===== src/rtl/slow_sched_pkg.sv =====
// Shared definitions for the slow-timing scheduler.
//   slow_state_t     : scheduler FSM state encoding
//   HOLD_UNIT_LOG2   : log2 of the hold granularity in Tick pulses
//   DEF_*            : power-on configuration values for the enable/timeout registers
package slow_sched_pkg;

  typedef enum logic [1:0] {
    IDLE   = 2'd0,
    ACCESS = 2'd1,
    HOLD   = 2'd2
  } slow_state_t;

  localparam int unsigned HOLD_UNIT_LOG2 = 4;

  localparam logic [3:0] DEF_SLOW_TIMEOUT    = 4'hF;
  localparam logic       DEF_SLOW_IACK       = 1'b0;
  localparam logic       DEF_SLOW_VIA        = 1'b1;
  localparam logic       DEF_SLOW_IWM        = 1'b1;
  localparam logic       DEF_SLOW_SCC        = 1'b1;
  localparam logic       DEF_SLOW_SCSI       = 1'b1;
  localparam logic       DEF_SLOW_SND        = 1'b1;
  localparam logic       DEF_SLOW_CLOCK_GATE = 1'b0;

endpackage


===== src/rtl/slow_hold_cnt.sv =====
// Loadable down-counter measuring the slow-mode hold time in Tick pulses.
//   CLK, nPOR : clock, asynchronous active-low reset (counter clears to 0)
//   load      : load loadVal (has priority over dec)
//   loadVal   : value to load
//   dec       : decrement by one; saturates at zero, never wraps
//   isZero    : counter is zero
//   isOne     : counter is one (the next decrement expires the hold)
module slow_hold_cnt #(
  parameter int unsigned CNT_W = 8
) (
  input  logic             CLK,
  input  logic             nPOR,
  input  logic             load,
  input  logic [CNT_W-1:0] loadVal,
  input  logic             dec,
  output logic             isZero,
  output logic             isOne
);

  logic [CNT_W-1:0] cntQ;

  always_ff @(posedge CLK or negedge nPOR) begin
    if (!nPOR) begin
      cntQ <= '0;
    end else if (load) begin
      cntQ <= loadVal;
    end else if (dec && (cntQ != '0)) begin
      cntQ <= cntQ - CNT_W'(1);
    end
  end

  assign isZero = (cntQ == '0);
  assign isOne  = (cntQ == CNT_W'(1));

endmodule


===== src/rtl/slow_sched.sv =====
// Decides when the accelerated CPU must drop to stock bus timing. A bus cycle that hits a
// device with its slow-enable set forces slow mode for the whole access, then holds it for
// SlowTimeout*16 Tick pulses after BACT falls. All outputs are registered from next state.
//   CLK, nPOR              : clock, asynchronous active-low reset
//   BACT                   : bus cycle active
//   IACKCS..SndCS          : device decodes for the current bus cycle
//   SlowIACK..SlowSnd      : per-device slow enables (sampled live)
//   SlowClockGate          : allow fast-clock gating while slow
//   SlowTimeout            : hold length in units of 16 Ticks (0 = no hold)
//   Tick                   : one-CLK timebase pulse
//   Slow, SlowAccess       : slow mode active / matching access in progress
//   ClockGate              : gate the fast clock
module slow_sched
  import slow_sched_pkg::*;
#(
  parameter int unsigned CNT_W = 8
) (
  input  logic       CLK,
  input  logic       nPOR,
  input  logic       BACT,
  input  logic       IACKCS,
  input  logic       VIACS,
  input  logic       IWMCS,
  input  logic       SCCCS,
  input  logic       SCSICS,
  input  logic       SndCS,
  input  logic       SlowIACK,
  input  logic       SlowVIA,
  input  logic       SlowIWM,
  input  logic       SlowSCC,
  input  logic       SlowSCSI,
  input  logic       SlowSnd,
  input  logic       SlowClockGate,
  input  logic [3:0] SlowTimeout,
  input  logic       Tick,
  output logic       Slow,
  output logic       SlowAccess,
  output logic       ClockGate
);

  slow_state_t      stateQ, stateD;
  logic             match, start;
  logic             cntLoad, cntDec, cntZero, cntOne;
  logic [CNT_W-1:0] loadVal;
  logic             slowQ, slowAccessQ, clockGateQ;

  assign match = (IACKCS & SlowIACK) | (VIACS & SlowVIA) | (IWMCS & SlowIWM) |
                 (SCCCS & SlowSCC) | (SCSICS & SlowSCSI) | (SndCS & SlowSnd);
  assign start = BACT & match;

  assign loadVal = CNT_W'({SlowTimeout, {HOLD_UNIT_LOG2{1'b0}}});

  always_comb begin
    stateD  = stateQ;
    cntLoad = 1'b0;
    cntDec  = 1'b0;
    unique case (stateQ)
      IDLE: begin
        if (start) stateD = ACCESS;
      end
      ACCESS: begin
        if (!BACT) begin
          cntLoad = 1'b1;
          stateD  = (SlowTimeout == 4'd0) ? IDLE : HOLD;
        end
      end
      HOLD: begin
        // A new matching access wins over a coincident Tick; the count is discarded.
        if (start) begin
          stateD = ACCESS;
        end else if (cntZero) begin
          stateD = IDLE;  // unreachable in normal operation; never stall in HOLD
        end else if (Tick) begin
          cntDec = 1'b1;
          if (cntOne) stateD = IDLE;
        end
      end
      default: stateD = IDLE;
    endcase
  end

  always_ff @(posedge CLK or negedge nPOR) begin
    if (!nPOR) begin
      stateQ      <= IDLE;
      slowQ       <= 1'b0;
      slowAccessQ <= 1'b0;
      clockGateQ  <= 1'b0;
    end else begin
      stateQ      <= stateD;
      slowQ       <= (stateD != IDLE);
      slowAccessQ <= (stateD == ACCESS);
      clockGateQ  <= (stateD != IDLE) & SlowClockGate;
    end
  end

  assign Slow       = slowQ;
  assign SlowAccess = slowAccessQ;
  assign ClockGate  = clockGateQ;

  slow_hold_cnt #(
    .CNT_W(CNT_W)
  ) u_hold_cnt (
    .CLK    (CLK),
    .nPOR   (nPOR),
    .load   (cntLoad),
    .loadVal(loadVal),
    .dec    (cntDec),
    .isZero (cntZero),
    .isOne  (cntOne)
  );

endmodule


===== config.mk =====
export PLATFORM = sky130hd
export DESIGN_NAME = slow_sched
export DESIGN_NICKNAME = d
export VERILOG_FILES = /design/src/rtl/slow_sched_pkg.sv /design/src/rtl/slow_hold_cnt.sv /design/src/rtl/slow_sched.sv
export SDC_FILE = /design/constraint.sdc
export NUM_CORES = 1
export LEC_CHECK = 0
export ABC_AREA = 1
export CAP_MARGIN = 20
export CORE_ASPECT_RATIO = 0.75
export CORE_MARGIN = 2
export CORE_UTILIZATION = 41
export CTS_CLUSTER_SIZE = 10
export DETAILED_ROUTE_END_ITERATION = 6
export PLACE_DENSITY = 0.7
export SYNTH_ARGS = -nofsm -noshare
export SYNTH_HDL_FRONTEND = slang
export SYNTH_SLANG_ARGS = --single-unit

===== constraint.sdc =====
create_clock -name CLK -period 1.3 [get_ports CLK]
set_input_delay 0.26 -clock CLK [delete_from_list [all_inputs] [get_ports CLK]]
set_output_delay 0.26 -clock CLK [all_outputs]
set_load 0.02 [all_outputs]

; Word-level counts from Yosys, hierarchy flattened
; Index checks and enable logic that the tools add are counted.
[totals]
register_bits = 13
latchBits = 0
ramBits = 0
mem_bits_ro = 0
word_cells = 46
n_memories = 0
[op_classes]
add_sub_neg = 1
multipliers = 0
n_div = 0
magnitude_cmp = 0
eq_ne = 4
shift = 0
mux = 16
bitwise_logic = 13
n_reduce_logical = 7
[op_table]
columns = cell, n
row1 = $mux W8, 2
row2 = $mux W2, 7
row3 = $and A1 B1 Y1, 8
row4 = $eq A8 B1 Y1 const B, 1
row5 = $logic_not A8 Y1, 1
row6 = $reduce_bool A8 Y1, 1
row7 = $sub A8 B1 Y8 const B, 1
row8 = $mux W1, 6
row9 = $pmux W2 S3, 1
row10 = $or A1 B1 Y1, 5
row11 = $eq A2 B1 Y1 const B, 2
row12 = $logic_not A4 Y1, 1
row13 = $reduce_bool A2 Y1, 2
row14 = $eq A2 B2 Y1 const B, 1
row15 = $logic_not A2 Y1, 1
row16 = $logic_and A1 B1 Y1, 1

; Depth between registers and ports, before layout
[depth]
word_depth = 12
depth_mapped = 11

; Cells and area by module
; A second synthesis with hierarchy kept.
[unflattened]
cells_unflattened = 119
area_unflattened_um2 = 892.1
[by_module_without_submodules]
columns = module, n_inst, cells_per_inst, area_each_um2
row1 = slow_hold_cnt, 1, 79, 603.1
row2 = slow_sched, 1, 40, 289.0

; Least setup slack after synthesis
; No wires, ideal clock.
[synth_timing]
path_type = register to register
from = register u_hold_cnt.cntQ[0]
to = register u_hold_cnt.cntQ[4]
setup_time_ns = 0.117
arrival_ns = 1.232
required_time_ns = 1.183
slack_ns = -0.050
stages_incl_launch_ff = 12
n_path_buf = 0
synth_period_minus_slack_ns = 1.350
cell_sequence = dfrtp_1 > inv_1 > ha_1 > inv_1 > nor2_2 > nand2_4 > nand2_4 > nor2_8 > nand2_8 > nand2_8 > nand2_1 > o21ai_2
[synth_via]
elab_chain_len = 6
[synth_lines]
columns = item, line
row1 = "start, declared", slow_hold_cnt.sv:20  ; logic [CNT_W-1:0] cntQ;
row2 = "start signal, assigned", slow_hold_cnt.sv:26  ; cntQ <= loadVal;
row3 = "start signal, assigned", slow_hold_cnt.sv:28  ; cntQ <= cntQ - CNT_W'(1);
row4 = "parallel branches: the longest is 6 deep, another holds $sub A8 B1 Y8", n/a
; Parallel ways; which one is timed is not known. The select of a mux whose other input is x is not followed.
; A chain may end at the register's enable or synchronous reset.

; Worst setup path after layout
[layout_timing]
from = register u_hold_cnt.cntQ[1]
to = register u_hold_cnt.cntQ[6]
; The elaborated chain is that of the path after synthesis.

==> metrics.txt <==
status=complete, but fails checks; violated checks=negative setup slack; vias in the first global route=867; worst slew pin tran=0.307 ns; WL/cell=~12 um; final setup margin=-0.0882 ns; share of layout cells above drive strength 1=between 30% and 40%; Rows=14; crit start category=flop; initial drt markers=21; Critical Path RT=~1.5 ns; CTS sink count=13; placer congestion estimate=~0.85; max-cap viol count=0; Final Cycle Share=107%; largest net degree at the start of global routing=14; CP max FO=3; R2R Setup Slk=-0.09 ns; Core ar.=between 0.002 and 0.0025 mm2; IO Pins=24; total nets after synthesis=141; leading area contributor after synthesis=dfrtp_1; Worst VDD drop=between 0.001 and 0.0015 V; min Tclk post-route=around 1.4 ns; fin. max-slew vios=0; Max Freq=around 0.7 GHz; hpwl dp=1.69 mm; #FFs+latches synth=13; worst r2r dst=u_hold_cnt.cntQ[6]$_DFFE_PN0P_; Slew headroom=79.5%; Nets=184; Antenna Diode Count=0; Synth top area share=a little over a third; Syn Inst Count=approximately 120; antenna violations before repair=0; Arr. time, crit path=1.61 ns; fillcell total=roughly 180; drt drc=0; TritonCTS clock tree=built; min-delay worst type=in -> async; GRT Util Overall=18.8%; final wirelength=approximately 2.1 mm; post-route ant nets=0; Fin. Hold Viols=0; Worst R2R Path Depth=7; most common cell after layout, fill and taps aside=nand2_1; I/O Buffers=23; most frequent cells in the layout=nand2_1, clkdlybuf4s50_1, buf_4; DRT Pass-1 Iters=4; clk buf depth=2; total CTS buffers=3; main area contributors after synthesis=dfrtp_1, nand2_1, nand3_1, inv_1, xor2_1; Vias/cell=approximately 4.7; register area share after synthesis=~37%; first-pass GRT wire length=around 3.6 mm; final setup fails=9; Placed Cells incl. Taps=179; Die Area=between 0.002 and 0.003 mm2; Pwr Density=around 2100 mW/mm2; pre-CTS WS=-0.239 ns; Clock Latency Late Sink=0.28 ns; die width=about 58 um; crit path kind=reg -> reg; root buffer cell=clkbuf_4; Fin Setup TNS=-0.332 ns; starting density of the core=between 40% and 50%; area of the mapped netlist=between 800 and 900 um2; CP endpoint kind=flop; Syn. warnings=0; WHS=between 0.2 and 0.3 ns; skew final=between 0.009 and 0.01 ns; Synth cell types=22; gr ovfl total=0; vias=about 870; htree depth=1; Worst-path clk slew=about 0.080 ns; Post-Layout Cell Count=around 180; LEAKAGE=a little under 0.7 nW; Post-Synthesis Mean Instance Area=about 7.6 um2; # hold bufs at CTS=0; reg2reg start=u_hold_cnt.cntQ[1]$_DFFE_PN0P_; unrepaired setup endpoints after global routing=yes; die height=around 44 um; Area growth, synth to finish=52.1%
## flip-flops by register name (all words and copies together) (netlist names)
| name | cells |
|---|---|
| SlowAccess | 1 |
| stateQ | 2 |
| u_hold_cnt.cntQ | 8 |
| Slow | 1 |
| ClockGate | 1 |
## metrics by stage
step	util, %	area [um2]	power, mW
final	66.7	1360	2.91
after global routing	66.7	1360	3.17
after CTS	65.9	1340	2.86
after detailed placement	62.7	1270	2.52
after global placement	62.7	1270	2.47
after floorplan	-	898	1.87
## cell type report
cell class / instances / area [um2] / area share (%)
sequential: 13 / 325 / 24.0
clock buffer: 4 / 26.3 / 1.94
inverter: 21 / 78.8 / 5.82
tap: 24 / 30.0 / 2.22
timing repair buffer: 39 / 347 / 25.6
multi-input combinational: 82 / 548 / 40.4
## logic make-up (layout without fill, tap and decap cells)
group                      after synthesis  count (layout)  share of synthesized area [%]
buffers and inverters                   22              64                           9.41
AOI/OAI and AO/OA                        8               8                           4.92
and+or+nand+nor                         66              66                           40.0
adders and majority gates                3               3                           4.21
DFF                                     13              13                           36.5
xor gates and xnor gates                 5               5                           4.92
## metal layers
| metal | share of wire, % | GRT usage (%) |
|---|---|---|
| met1 | 45 | 23.9 |
| met2 | 47 | 33.0 |
| met3 | 6.5 | 2.63 |
| met4 | 1.2 | 6.98 |
| met5 | 0 | 0 |
## synth_stat cells
cell type	n
o21ai_1	4
a21oi_1	1
xor2_1	5
nand3_1	14
buf_2	1
nand2_1	30
nor3_2	1
inv_2	6
nand2_4	2
nor4_1	1
nor2_2	2
dfrtp_1	13
nor2_1	7
nor3_1	1
inv_1	15
nand4_1	3
o21ai_0	2
o21ai_2	1
nand2_2	2
ha_1	3
nor2_8	1
nand2_8	2
## power by group
part	internal (mW)	total, mW	switching (mW)
logic	0.853	1.93	1.08
registers	0.590	0.727	0.137
clock network	0.119	0.251	0.132
total	1.56	2.91	1.35
## worst max-delay path by stage
stage / startpoint / end / slack, ns / depth (start not counted)
finish: u_hold_cnt.cntQ[1]$_DFFE_PN0P_ / u_hold_cnt.cntQ[6]$_DFFE_PN0P_ / -0.09 / 7
global route: u_hold_cnt.cntQ[1]$_DFFE_PN0P_ / u_hold_cnt.cntQ[6]$_DFFE_PN0P_ / -0.17 / 7
detailed placement: BACT / u_hold_cnt.cntQ[2]$_DFFE_PN0P_ / -0.24 / 6
global placement: VIACS / Slow$_DFF_PN0_ / -0.22 / 10
floorplan: u_hold_cnt.cntQ[0]$_DFFE_PN0P_ / u_hold_cnt.cntQ[4]$_DFFE_PN0P_ / -0.03 / 11
CTS: u_hold_cnt.cntQ[1]$_DFFE_PN0P_ / u_hold_cnt.cntQ[4]$_DFFE_PN0P_ / -0.08 / 11
## critical path, cell delays in order (launching register included)
cell and delay [ns]:
dfrtp_1 0.39, inv_2 0.12, ha_2 0.24, nand3_1 0.12, xor2_1 0.16, o21ai_1 0.18, nand2_2 0.08, nand2_2 0.05
## repair_timing
item                                    in CTS  in global routing
resized for setup                           15                  5
pin swaps                                    7                  2
buffers inserted                             0                  0
endpoints found under the setup margin      14                 13
Power figures use the tool's default switching activity.
